`src/rtl/debounce_pkg.sv`:
```
// debounce_pkg: shared channel state type and counter width helper
package debounce_pkg;
  typedef enum logic [1:0] {DB_LOW, DB_WAIT_HI, DB_HIGH, DB_WAIT_LO} db_state_t;
  function automatic int cnt_width(int cycles);
    return $clog2(cycles);
  endfunction
endpackage

```
`src/rtl/debounce_channel.sv`:
```
// debounce_channel: one synchroniser + qualification FSM + counter + edge pulses
// clk/reset_n: clock, async active-low reset; tick: count enable; noisy: raw pin
// debounced: clean level; rise/fall: one-cycle pulses on level change
module debounce_channel
  import debounce_pkg::*;
#(
  parameter int STABLE_CYCLES = 500000,
  parameter int SYNC_STAGES = 2
) (
  input  logic clk,
  input  logic reset_n,
  input  logic tick,
  input  logic noisy,
  output logic debounced,
  output logic rise,
  output logic fall
);
  localparam int CW = cnt_width(STABLE_CYCLES);
  localparam logic [CW-1:0] CMAX = CW'(STABLE_CYCLES - 1);
  logic [SYNC_STAGES-1:0] r_sync;
  logic [CW-1:0] r_cnt, w_cnt;
  db_state_t r_state, w_state;
  logic r_deb, r_rise, r_fall;
  logic w_s, w_done, w_hi;
  assign w_s = r_sync[SYNC_STAGES-1];
  assign w_done = tick && (r_cnt == CMAX);
  // level follows the state being entered, so level and pulses update on the same edge
  assign w_hi = (w_state == DB_HIGH) || (w_state == DB_WAIT_LO);
  assign debounced = r_deb;
  assign rise = r_rise;
  assign fall = r_fall;
  always_comb begin
    w_state = r_state;
    w_cnt = r_cnt;
    case (r_state)
      DB_LOW: if (w_s) begin
        w_state = DB_WAIT_HI;
        w_cnt = CW'(tick);
      end
      DB_WAIT_HI: if (!w_s) begin
        w_state = DB_LOW;
        w_cnt = '0;
      end else if (tick) begin
        w_state = w_done ? DB_HIGH : DB_WAIT_HI;
        w_cnt = w_done ? '0 : r_cnt + 1'b1;
      end
      DB_HIGH: if (!w_s) begin
        w_state = DB_WAIT_LO;
        w_cnt = CW'(tick);
      end
      DB_WAIT_LO: if (w_s) begin
        w_state = DB_HIGH;
        w_cnt = '0;
      end else if (tick) begin
        w_state = w_done ? DB_LOW : DB_WAIT_LO;
        w_cnt = w_done ? '0 : r_cnt + 1'b1;
      end
      default: begin
        w_state = DB_LOW;
        w_cnt = '0;
      end
    endcase
  end
  always_ff @(posedge clk or negedge reset_n) begin
    if (!reset_n) begin
      r_sync <= '0;
      r_state <= DB_LOW;
      r_cnt <= '0;
      r_deb <= 1'b0;
      r_rise <= 1'b0;
      r_fall <= 1'b0;
    end else begin
      r_sync <= {r_sync[SYNC_STAGES-2:0], noisy};
      r_state <= w_state;
      r_cnt <= w_cnt;
      r_deb <= w_hi;
      r_rise <= w_hi & ~r_deb;
      r_fall <= ~w_hi & r_deb;
    end
  end
endmodule

```
`src/rtl/debounce_multi.sv`:
```
// debounce_multi: NUM_CH independent debouncers sharing clock, reset and tick
// clk/reset_n: clock, async active-low reset; tick: shared count enable
// noisy: raw pins; debounced: clean levels; rise/fall: per-channel edge pulses
module debounce_multi #(
  parameter int NUM_CH = 4,
  parameter int STABLE_CYCLES = 500000,
  parameter int SYNC_STAGES = 2
) (
  input  logic              clk,
  input  logic              reset_n,
  input  logic              tick,
  input  logic [NUM_CH-1:0] noisy,
  output logic [NUM_CH-1:0] debounced,
  output logic [NUM_CH-1:0] rise,
  output logic [NUM_CH-1:0] fall
);
  for (genvar i = 0; i < NUM_CH; i++) begin : g_ch
    debounce_channel #(
      .STABLE_CYCLES(STABLE_CYCLES),
      .SYNC_STAGES(SYNC_STAGES)
    ) u_ch (
      .clk(clk),
      .reset_n(reset_n),
      .tick(tick),
      .noisy(noisy[i]),
      .debounced(debounced[i]),
      .rise(rise[i]),
      .fall(fall[i])
    );
  end
endmodule

```
`config.mk`:
```
export PLATFORM = sky130hd
export DESIGN_NAME = debounce_multi
export DESIGN_NICKNAME = d
export VERILOG_FILES = /design/src/rtl/debounce_pkg.sv /design/src/rtl/debounce_channel.sv /design/src/rtl/debounce_multi.sv
export SDC_FILE = /design/constraint.sdc
export NUM_CORES = 1
export LEC_CHECK = 0
export CORE_MARGIN = 4
export CORE_UTILIZATION = 60
export CTS_CLUSTER_SIZE = 40
export DETAILED_ROUTE_END_ITERATION = 10
export GPL_ROUTABILITY_DRIVEN = 1
export PLACE_DENSITY_LB_ADDON = 0.2
export REMOVE_ABC_BUFFERS = 1
export SETUP_SLACK_MARGIN = 0.2
export SLEW_MARGIN = 20
export SYNTH_ARGS = -nofsm -noshare
export SYNTH_HDL_FRONTEND = slang
export SYNTH_SLANG_ARGS = --single-unit
```
`constraint.sdc`:
```
create_clock -name clk -period 2.8 [get_ports clk]
set_input_delay 0.42 -clock clk [delete_from_list [all_inputs] [get_ports clk]]
set_output_delay 0.42 -clock clk [all_outputs]
set_load 0.03 [all_outputs]
```
Word level (Yosys, flattened, before mapping)
Cells that the tools add are included.
W data, S select, Z words.
Storage, ports and cells
  register bits after elaboration: 104
  input port bits: 7
  output and inout bits: 12
Operators by class
  add/sub/neg operators: 4
  equal/unequal tests: 32
  multiplexer cells: 64
  bitwise operators: 16
  reduce and logical (&&, ||, !) cells: 16
Operators with widths (number)
  $mux W19: 24
  $pmux W19 S4: 4
  $add A19 B1 Y19 const B: 4
  $eq A19 B19 Y1 const B: 4
  $mux W2: 32
  $eq A2 B2 Y1 const B: 16
  $pmux W2 S4: 4
  $and A1 B1 Y1: 8
  $eq A2 B1 Y1 const B: 4
  $logic_not A2 Y1: 4
  $ne A2 B1 Y1 const B: 4
  $ne A2 B2 Y1 const B: 4
  $not A1 Y1: 8
  $reduce_and A2 Y1: 4
  $logic_and A1 B1 Y1: 4
  $logic_or A1 B1 Y1: 4

Longest topological paths before layout
Gate-level depths: netlist of run 1.
  depth after elaboration: 10
  depth in mapped cells: 8
  depth with buffers taken out: 6

By module
From an unflattened synthesis of run 1, not the netlist that was laid out.
Unflattened totals
  cell total of the unflattened synthesis: 607
  area total of the unflattened synthesis: 5779.3 um^2
Modules (own cells, without submodules)
  debounce_channel at g_ch[1].u_ch ...: times used 2, cells each 149, area each 1467.7 um^2, seq. area each 650.6 um^2
  debounce_channel at g_ch[3].u_ch: times used 1, cells each 158, area each 1426.4 um^2, seq. area each 650.6 um^2
  debounce_channel at g_ch[0].u_ch: times used 1, cells each 151, area each 1417.6 um^2, seq. area each 650.6 um^2

Worst setup path before layout of run 1
No wires, ideal clock.
  path kind: flip-flop to flip-flop
  start point: register g_ch[1].u_ch.r_cnt[14]
  end point: register g_ch[1].u_ch.r_cnt[12]
  setup time: 0.126 ns
  arrival: 1.888 ns
  required time: 2.674 ns
  setup slack: 0.786 ns
  stages on the path, launching flop included: 6
  path buffers: 0
  period minus slack after synthesis: 2.014 ns
  cell sequence: dfrtp_1 -> or4b_2 -> nor4_4 -> a21oi_2 -> and3_1 -> a221o_1
On the way
  cells in the longest elaborated chain, start to end: 6
Ends and longest elaborated chain
  start: declaration: RTL line debounce_channel.sv:21  | logic [CW-1:0] r_cnt, w_cnt;
  start signal: assignment: RTL line debounce_channel.sv:75  | r_cnt <= w_cnt;
  $eq A19 B19 Y1 *: RTL line debounce_channel.sv:26  | assign w_done = tick && (r_cnt == CMAX);
  $logic_and A1 B1 Y1 *: RTL line debounce_channel.sv:26
  $mux W19 *: RTL line debounce_channel.sv:45, debounce_channel.sv:56
  $mux W19 *: RTL line debounce_channel.sv:43, debounce_channel.sv:54
  $mux W19, on equally long branches: RTL line debounce_channel.sv:51, debounce_channel.sv:40
  $pmux W19 S4 *: RTL line debounce_channel.sv:35  | case (r_state)
Mark *: on every way between the ends. The rest lies on a longest branch, timed or not.
A chain may end at the register's enable or synchronous reset.

Worst setup path after layout of run 1
Same ends and word-level chain as after synthesis.

==> results of run 1 <==
[per-layer routing]
| layer | routed length, µm | share of wire, % | vias to the layer above |
|---|---|---|---|
| li1 | - | - | 2232 |
| met1 | 4900 | 45 | 2210 |
| met2 | 5360 | 49 | 116 |
| met3 | 501 | 4.6 | 9 |
| met4 | 78 | 0.72 | 0 |
| met5 | 0 | 0 | - |
[logic make-up (layout without fill, tap and decap cells)]
kind of cell	count (synthesis)	count (layout)
compound gates	169	169
mux	9	9
buf+inv	60	68
flops	104	104
fa+ha+maj	4	4
xor+xnor	6	6
simple gates	252	252
[stage by stage]
stage	hold slack (ns)	cells	instance area [µm²]	setup WS (ns)	power [mW]
after floorplan	0.124	564	5250	0.349	1.65
after global placement	0.332	705	5710	0.211	1.72
after detailed placement	0.345	705	5710	0.0744	1.73
after CTS	0.0907	720	5910	0.355	2.68
after global routing	0.113	720	5920	0.355	2.76
final	0.0719	720	5920	0.464	2.65
[synthesized netlist by cell type, types with 4 or more instances]
library cell	n	area share, %
dfrtp_1	104	48
o31ai_1	6	0.82
clkbuf_1	15	1.0
buf_2	11	1.0
mux2i_1	8	1.5
inv_1	20	1.4
a31oi_1	50	5.7
nor2_1	34	2.3
nor4_1	6	0.69
ha_1	4	0.92
o21a_1	8	1.1
a22oi_1	5	0.69
xor2_1	5	0.80
and3_1	13	1.5
nand3_1	42	3.8
nand4_1	21	2.4
a21oi_1	29	2.7
o21ai_0	37	3.4
a41oi_1	9	1.4
nand2b_1	4	0.46
and2_1	9	1.0
nor3_1	9	0.82
and4_1	4	0.64
buf_4	12	1.6
nand2_1	86	5.9
[registers in the layout (all words and copies together) (netlist names)]
register / count
g_ch.u_ch.r_cnt: 76
g_ch.u_ch.r_state: 8
g_ch.u_ch.fall: 4
g_ch.u_ch.rise: 4
g_ch.u_ch.r_sync: 8
g_ch.u_ch.debounced: 4
[area by class of cell]
cell class	count	share of cell area, %
multi-input combinational	440	43.7
inverter	20	1.27
clock inverter	6	1.31
clock buffer	9	2.09
tap	108	2.28
sequential	104	44.0
timing repair buffer	33	5.33
[path summary, 6_finish.rpt]
| check | cells past startpoint | endpoint | slack [ns] | startpoint |
|---|---|---|---|---|
| worst max-delay path | 6 | g_ch[1].u_ch.r_cnt[12] | 0.46 | g_ch[1].u_ch.r_cnt[14] |
| worst min register to register | 0 | g_ch[3].u_ch.r_sync[1] | 0.36 | g_ch[3].u_ch.r_sync[0] |
| worst min-delay path | 1 | g_ch[0].u_ch.r_cnt[8] | 0.07 | reset_n |
| min in group clk | 0 | g_ch[3].u_ch.r_sync[1] | 0.36 | g_ch[3].u_ch.r_sync[0] |
| max in group asynchronous | 2 | g_ch[0].u_ch.r_sync[1] | 2.02 | reset_n |
| worst max register to register | 6 | g_ch[1].u_ch.r_cnt[12] | 0.46 | g_ch[1].u_ch.r_cnt[14] |
[where the power goes]
group	leakage, nW	switching [mW]	internal, mW
Combinational	1.03	0.112	0.0514
Clock	0.0993	0.521	0.424
Sequential	1.42	0.0198	1.52
Total	2.54	0.652	1.99
==> impl_results.md, run 1 <==
- TritonCTS clock tree: built
- Fill count: 700
- Commonest non-fill, non-tap cell in the layout: dfrtp_1
- Cts repair resizes: 0
- Reg clk slew, reported paths: 0.10 ns
- Post-synthesis simple-gate area fraction: 24.1%
- Netlist cell types: 53
- Syn Inst Count: 604
- Die Wd: 103 µm
- Register area share after synthesis: 47.7%
- Crit path DAT: 2.59 ns
- Fin nets: 619
- Largest family of logic cells by synthesized area: simple AND/OR/NAND/NOR gates
- First-pass GRT wire length: 18600 µm
- PwrDens: 447 mW/mm²
- Wirelength per Cell: 15.0 µm
- Outcome: finished clean
- Layout cell share with drive strength beyond 1: 7.84%
- Worst-Margin Slew: 0.804 ns
- # DRC: 0
- Clock latency on the worst-skew pair: 0.37 ns
- Overflow left after global routing: 0
- Hold_buf cts: 0
- EDFF count, synth: 0
- Vias/cell: 6.34
- GR Util met1: 28.5%
- Area occupied by multi-input gates: 0.00259 mm²
- Final hold viol count: 0
- Worst path required time: 3.06 ns
- Routability cong.: 0.828
- Nature of the critical path startpoint: register
- Max Freq: 428 MHz
- Max VDD drop: 0.000270 V
- Final min period: 2.34 ns
- Num Clock Sinks: 104
- Crit path largest cell delay: 0.72 ns
- Register area: 0.00260 mm²
- Die Ht: 103 µm
- Proportion of synthesized area in mux cells: 1.72%
- Final clock period utilization by the worst path: 83.4%
- Top FF cell, synth: dfrtp_1
- Post-DP HPWL: 7430 µm
- Synth warn: 0
- Antenna viol nets, final: 0
- FF+latch count, synth: 104
- M3 GR Usage: 5.03%
- Final WL: 10800 µm
- Synth Area in Compound Gates: 19.5%
- CP top delay family: simple AND/OR/NAND/NOR gates
- Vias in the first global route: 4207
- Critical path class: register to register
- Initial Util: 62.0%
- Slew Limit Fails: 0
- Largest net degree at the start of global routing: 55
- Initial drt markers: 174
- Total CTS buffers: 9
- GRT met2 Usage: 35.5%
- Setup TNS: 0 ns
- GR peak layer: met2
- Commonest non-fill, non-tap cells in the layout: dfrtp_1, nand2_1, a31oi_1, nand3_1, o21ai_0
- Via count of the routed design: 4567
- Lkg Pwr: 2.54 nW
- Crit Path Max Fanout: 26
- Area of the core: 0.00881 mm²
- Critical path buffers and inverters: 1
- Area grow syn2layout: 8.32%
- Worst Hold Class: input pin to async pin
- I/O pin total: 19
- Synth Cell Area: 0.00546 mm²
- Sequence of cells on the critical path: or4b_2, nor4_4, a21oi_2, buf_4, and3_1, a221o_1
- Setup Skew: 0.00799 ns
- Die area: 0.0107 mm²
- Maximum capacitance violations: 0
- CP max-delay cell: or4b_2
- Unrepaired setup endpoints after global routing: no
- Synth Area per Inst: 9.04 µm²
- CP endpoint kind: register
- Synth Area in Adders: 0.916%
- H-tree depth: 3
- Core Util, Final: 67.2%
- Antenna diodes: 0
- Postcts setup bufs: 0
- Slew HR: 46.2%
- First-pass iteration count of the detailed router: 5
- Synth Area in XOR/XNOR: 0.962%
- Initial antenna violation count: 0
- Port-buffer cells: 18
- CTS root buffer: clkbuf_8
- Max Root-Sink Buffers: 2
- Finish-stage setup viols: 0
- Async set-reset flop share out of synthesis: 100%
- Number of core rows: 34
- Gr usage total: 21.5%
(Power assumes the default switching activity.)
==> run 2: changes to the inputs <==
==> constraint.sdc (replaced) <==
create_clock -name clk -period 2.25 [get_ports clk]
set_input_delay 0.3375 -clock clk [delete_from_list [all_inputs] [get_ports clk]]
set_output_delay 0.3375 -clock clk [all_outputs]
set_load 0.03 [all_outputs]
==> impl_results.md, run 2 (synthesis results as in run 1) <==
- Outcome: finished clean
- Critical path class: register to register
- Biggest regs: g_ch.u_ch.r_cnt x76, g_ch.u_ch.r_state x8, g_ch.u_ch.r_sync x8
- FF-to-FF End: g_ch[0].u_ch.r_cnt[8]
- Setup Skew: 0.00895 ns
- PwrDens: 529 mW/mm²
- CP top delay family: simple AND/OR/NAND/NOR gates
- Antenna viol nets, final: 0
- Post-DP HPWL: 7960 µm
- Overflow left after global routing: 0
- Die Ht: 103 µm
- Fin nets: 677
- Seq pwr share: 54.0%
- First-pass iteration count of the detailed router: 5
- Worst hold endpoint: g_ch[3].u_ch.r_sync[1]
- Number of core rows: 34
- Reg with most FFs: g_ch.u_ch.r_cnt
- Layout cell share with drive strength beyond 1: 21.0%
- R2R setup slack: 0.15 ns
- Max VDD drop: 0.000389 V
- Maximum capacitance violations: 0
- Finish-stage setup viols: 0
- Nature of the critical path startpoint: register
- Total CTS buffers: 9
- Clock group share of total power: 38.3%
- Via count of the routed design: 4978
- Commonest non-fill, non-tap cells in the layout: dfrtp_1, nand2_1, buf_4, a31oi_1, nand3_1
- Worst path required time: 2.52 ns
- First-pass GRT wire length: 21100 µm
- Antenna diodes: 0
- Commonest non-fill, non-tap cell in the layout: dfrtp_1
- Final WL: 12900 µm
- CTS root buffer: clkbuf_8
- Slew Limit Fails: 0
- Final hold viol count: 0
- Initial drt markers: 275
- Crit path largest cell delay: 0.55 ns
- R2R depth: 6
- Die Wd: 103 µm
- Vias in the first global route: 4676
- Sequence of cells on the critical path: or4b_4, nor4_4, a21oi_4, buf_12, a21o_1, a22o_1
- Die area: 0.0107 mm²
- Area of the core: 0.00881 mm²
- Crit path DAT: 2.37 ns
- H-tree depth: 3
- Instance count on the critical path: 6
- Worst Hold Class: register to register
- I/O pin total: 19
- Clock latency on the worst-skew pair: 0.38 ns
- Lkg Pwr: 2.98 nW
- Area grow syn2layout: 23.1%
- Setup TNS: 0 ns
- Switching Share: 25.4%
- Wirelength per Cell: 16.5 µm
- Max Freq: 475 MHz
- Final min period: 2.10 ns
- # DRC: 0
- Initial antenna violation count: 0
- Sw Pwr: 0.903 mW
- Largest net degree at the start of global routing: 40
- Worst r2r src: g_ch[0].u_ch.r_cnt[12]
- Port-buffer cells: 18
- CP endpoint kind: register
- Worst setup margin: 0.146 ns
- Post-place setup slack: -0.117 ns
- Hold Path Origin: g_ch[3].u_ch.r_sync[0]
- Routability cong.: 0.852
- Max FFs per register: 76
- Reg clk slew, reported paths: 0.11 ns
- Unrepaired setup endpoints after global routing: yes
- Vias/cell: 6.39
- Slew HR: 62.2%
- Num Clock Sinks: 104
- Hold path cells: 0
- Final clock period utilization by the worst path: 93.5%
- Gr usage total: 24.6%
- Combinational share of power: 7.8%
- Worst-Margin Slew: 0.564 ns
- Crit Path Max Fanout: 11
- Max Root-Sink Buffers: 2
- Critical path buffers and inverters: 1
- CP max-delay cell: or4b_4
- Initial Util: 62.0%
- TritonCTS clock tree: built
- Power Internal: 2.65 mW
-- run 2: final cells by class --
type / count / area (µm²)
tap: 108 / 135
timing repair buffer: 91 / 845
fill: 551 / 2080
multi-input combinational: 440 / 2830
clock inverter: 7 / 114
clock buffer: 9 / 124
sequential: 104 / 2600
inverter: 20 / 75.1
-- run 2: worst max path at each step --
stage	start	slack [ns]	endpoint
after floorplan	g_ch[3].u_ch.r_cnt[0]	-0.20	g_ch[3].u_ch.r_cnt[10]
after global placement	tick	-0.03	g_ch[2].u_ch.r_cnt[16]
after detailed placement	tick	-0.12	g_ch[3].u_ch.r_cnt[7]
after CTS	g_ch[0].u_ch.r_cnt[14]	0.18	g_ch[0].u_ch.r_cnt[8]
after global routing	g_ch[0].u_ch.r_cnt[12]	0.08	g_ch[0].u_ch.r_cnt[8]
final	g_ch[0].u_ch.r_cnt[12]	0.15	g_ch[0].u_ch.r_cnt[8]
-- run 2: metrics by stage --
step | instance area [µm²] | total power, mW | std cells | hold WS (ns) | util (%)
5_1_grt | 6730 | 3.70 | 779 | 0.366 | 76.4
4_1_cts | 6390 | 3.54 | 769 | 0.358 | 72.6
3_5_place_dp | 5950 | 2.18 | 736 | 0.339 | 67.6
6_report | 6730 | 3.56 | 779 | 0.361 | 76.4
2_1_floorplan | 5250 | 2.05 | 564 | 0.0419 | -
3_3_place_gp | 5950 | 2.17 | 736 | 0.335 | 67.6
-- run 2: worst reg2reg max path: stages (launching register included) --
cell     delay (ns)
dfrtp_1        0.39
or4b_4         0.55
nor4_4         0.38
a21oi_4        0.14
buf_12         0.17
a21o_1         0.15
a22o_1         0.24
-- run 2: routing by layer --
layer	track usage, %	share of wire [%]	vias up	routed length (µm)
li1	-	-	2357	-
met4	6.37	1.1	0	140
met2	41.7	51	158	6510
met1	31.8	43	2445	5540
met5	0	0	-	0
met3	6.04	5.4	18	696
-- run 2: power by group through the flow --
stage / registers, mW / clock network (mW) / logic [mW]
floorplan: 1.95 / 0 / 0.107
global placement: 1.95 / 0 / 0.218
detailed placement: 1.95 / 0 / 0.226
CTS: 1.92 / 1.38 / 0.244
global route: 1.92 / 1.47 / 0.306
finish: 1.92 / 1.36 / 0.277
-- run 2: what timing repair did --
| item | 4_1_cts | 5_1_grt |
|---|---|---|
| endpoints found under the setup margin | 33 | 62 |
| gates resized for setup | 10 | 58 |
| hold buffers | 1 | 0 |
| gates cloned | 1 | 1 |
| hold endpoints to repair | 35 | 0 |
| pin swaps | 8 | 23 |
| buffers inserted | 15 | 9 |
==> run 3: changes to the inputs <==
--- a/config.mk
+++ b/config.mk
@@ -10,6 +10,7 @@
 export CTS_CLUSTER_SIZE = 40
 export DETAILED_ROUTE_END_ITERATION = 10
 export GPL_ROUTABILITY_DRIVEN = 1
+export MAX_ROUTING_LAYER = met4
 export PLACE_DENSITY_LB_ADDON = 0.2
 export REMOVE_ABC_BUFFERS = 1
 export SETUP_SLACK_MARGIN = 0.2
==> impl_results.md, run 3 (synthesis results as in run 1) <==
- Worst Hold Class: register to register
- Critical path class: register to register
- Vias/cell: 6.35
- Total power: 3.55 mW
- Area grow syn2layout: 22.7%
- Final WL: 12800 µm
- Antenna diodes: 0
- Total CTS buffers: 9
- Clock latency on the worst-skew pair: 0.37 ns
- Max VDD drop: 0.000441 V
- Via count of the routed design: 4937
- Setup Skew: 0.00589 ns
- Biggest regs: g_ch.u_ch.r_cnt x76, g_ch.u_ch.r_state x8, g_ch.u_ch.r_sync x8
- Die Wd: 103 µm
- Wirelength per Cell: 16.5 µm
- Crit Path Max Fanout: 11
- Lkg Pwr: 2.95 nW
- Max FFs per register: 76
- Layout cell share with drive strength beyond 1: 20.6%
- Max Root-Sink Buffers: 2
- H-tree depth: 3
- Port-buffer cells: 18
- Nature of the critical path startpoint: register
- Routability cong.: 0.865
- Fin Hold WS: 0.360 ns
- Outcome: finished clean
- I/O pin total: 19
- Area of the core: 0.00881 mm²
- Gr usage total: 25.4%
- Reg clk slew, reported paths: 0.10 ns
- Final hold viol count: 0
- Worst-Margin Slew: 0.581 ns
- Maximum capacitance violations: 0
- Initial antenna violation count: 0
- Final clock period utilization by the worst path: 94.0%
- CTS root buffer: clkbuf_8
- Slew Limit Fails: 0
- Initial Util: 62.0%
- Worst path required time: 2.52 ns
- Commonest non-fill, non-tap cell in the layout: dfrtp_1
- Finish-stage setup viols: 0
- Die area: 0.0107 mm²
- Overflow left after global routing: 0
- First-pass iteration count of the detailed router: 5
- Commonest non-fill, non-tap cells in the layout: dfrtp_1, nand2_1, buf_4, a31oi_1, nand3_1
- Antenna viol nets, final: 0
- PwrDens: 531 mW/mm²
- Num Clock Sinks: 104
- Vias in the first global route: 4680
- Die Ht: 103 µm
- Fin nets: 675
- Max Freq: 473 MHz
- Unrepaired setup endpoints after global routing: yes
- Largest net degree at the start of global routing: 40
- CP endpoint kind: register
- Post-DP HPWL: 7960 µm
- # DRC: 0
- TritonCTS clock tree: built
- Initial drt markers: 312
- Final min period: 2.11 ns
- Reg with most FFs: g_ch.u_ch.r_cnt
- Number of core rows: 34
- Crit path DAT: 2.38 ns
- Slew HR: 61.1%
- First-pass GRT wire length: 21100 µm
-- run 3: metal layers --
metal	part of all wire (%)	up-vias	wire, µm	GRT usage (%)
li1	-	2347	-	-
met4	1.0	0	133	6.37
met3	5.8	21	750	5.84
met5	0	-	0	-
met1	42	2393	5390	32.0
met2	51	176	6560	41.7
-- run 3: power by group --
group          switching, mW  internal (mW)  total [mW]
clock network          0.710          0.652        1.36
logic                  0.161          0.111       0.273
registers             0.0295           1.89        1.92
total                  0.901           2.65        3.55
-- run 3: final timing paths --
path,slack [ns],depth (start not counted),to,from
worst min-delay path,0.36,0,g_ch[3].u_ch.r_sync[1],g_ch[3].u_ch.r_sync[0]
worst max-delay path,0.14,6,g_ch[0].u_ch.r_cnt[8],g_ch[0].u_ch.r_cnt[12]
worst max register to register,0.14,6,g_ch[0].u_ch.r_cnt[8],g_ch[0].u_ch.r_cnt[12]
max in group asynchronous,1.20,3,g_ch[3].u_ch.r_cnt[6],reset_n
worst min register to register,0.36,0,g_ch[3].u_ch.r_sync[1],g_ch[3].u_ch.r_sync[0]
min in group asynchronous,0.47,2,g_ch[0].u_ch.fall,reset_n
-- run 3: through the flow --
| stage | instances | area, µm² | setup WS, ns | utilization, % | setup TNS [ns] |
|---|---|---|---|---|---|
| 2_1_floorplan | 564 | 5250 | -0.201 | - | -1.87 |
| 4_1_cts | 769 | 6390 | 0.178 | 72.6 | 0 |
| 6_report | 777 | 6700 | 0.136 | 76.1 | 0 |
| 5_1_grt | 777 | 6700 | 0.0736 | 76.1 | 0 |
| 3_3_place_gp | 736 | 5950 | -0.0336 | 67.6 | -0.0336 |
| 3_5_place_dp | 736 | 5950 | -0.117 | 67.6 | -0.876 |
-- run 3: area by class of cell --
type	count	area, µm²
clock buffer	9	124
tap	108	135
sequential	104	2600
fill	566	2110
clock inverter	7	114
multi-input combinational	440	2820
timing repair buffer	89	830
inverter	20	75.1
-- run 3: timing repair --
item | in CTS | in global routing
hold buffers | 1 | 0
endpoints found under the setup margin | 33 | 62
pin swaps | 8 | 22
gates cloned | 1 | 1
endpoints found under the hold margin | 35 | 0
gates resized for setup | 10 | 55
setup buffers | 15 | 7
-- run 3: critical path, stage by stage (launching register included) --
cell,delay (ns)
dfrtp_1,0.39
or4b_4,0.55
nor4_4,0.38
a21oi_4,0.14
buf_12,0.17
a21o_1,0.15
a22o_1,0.23
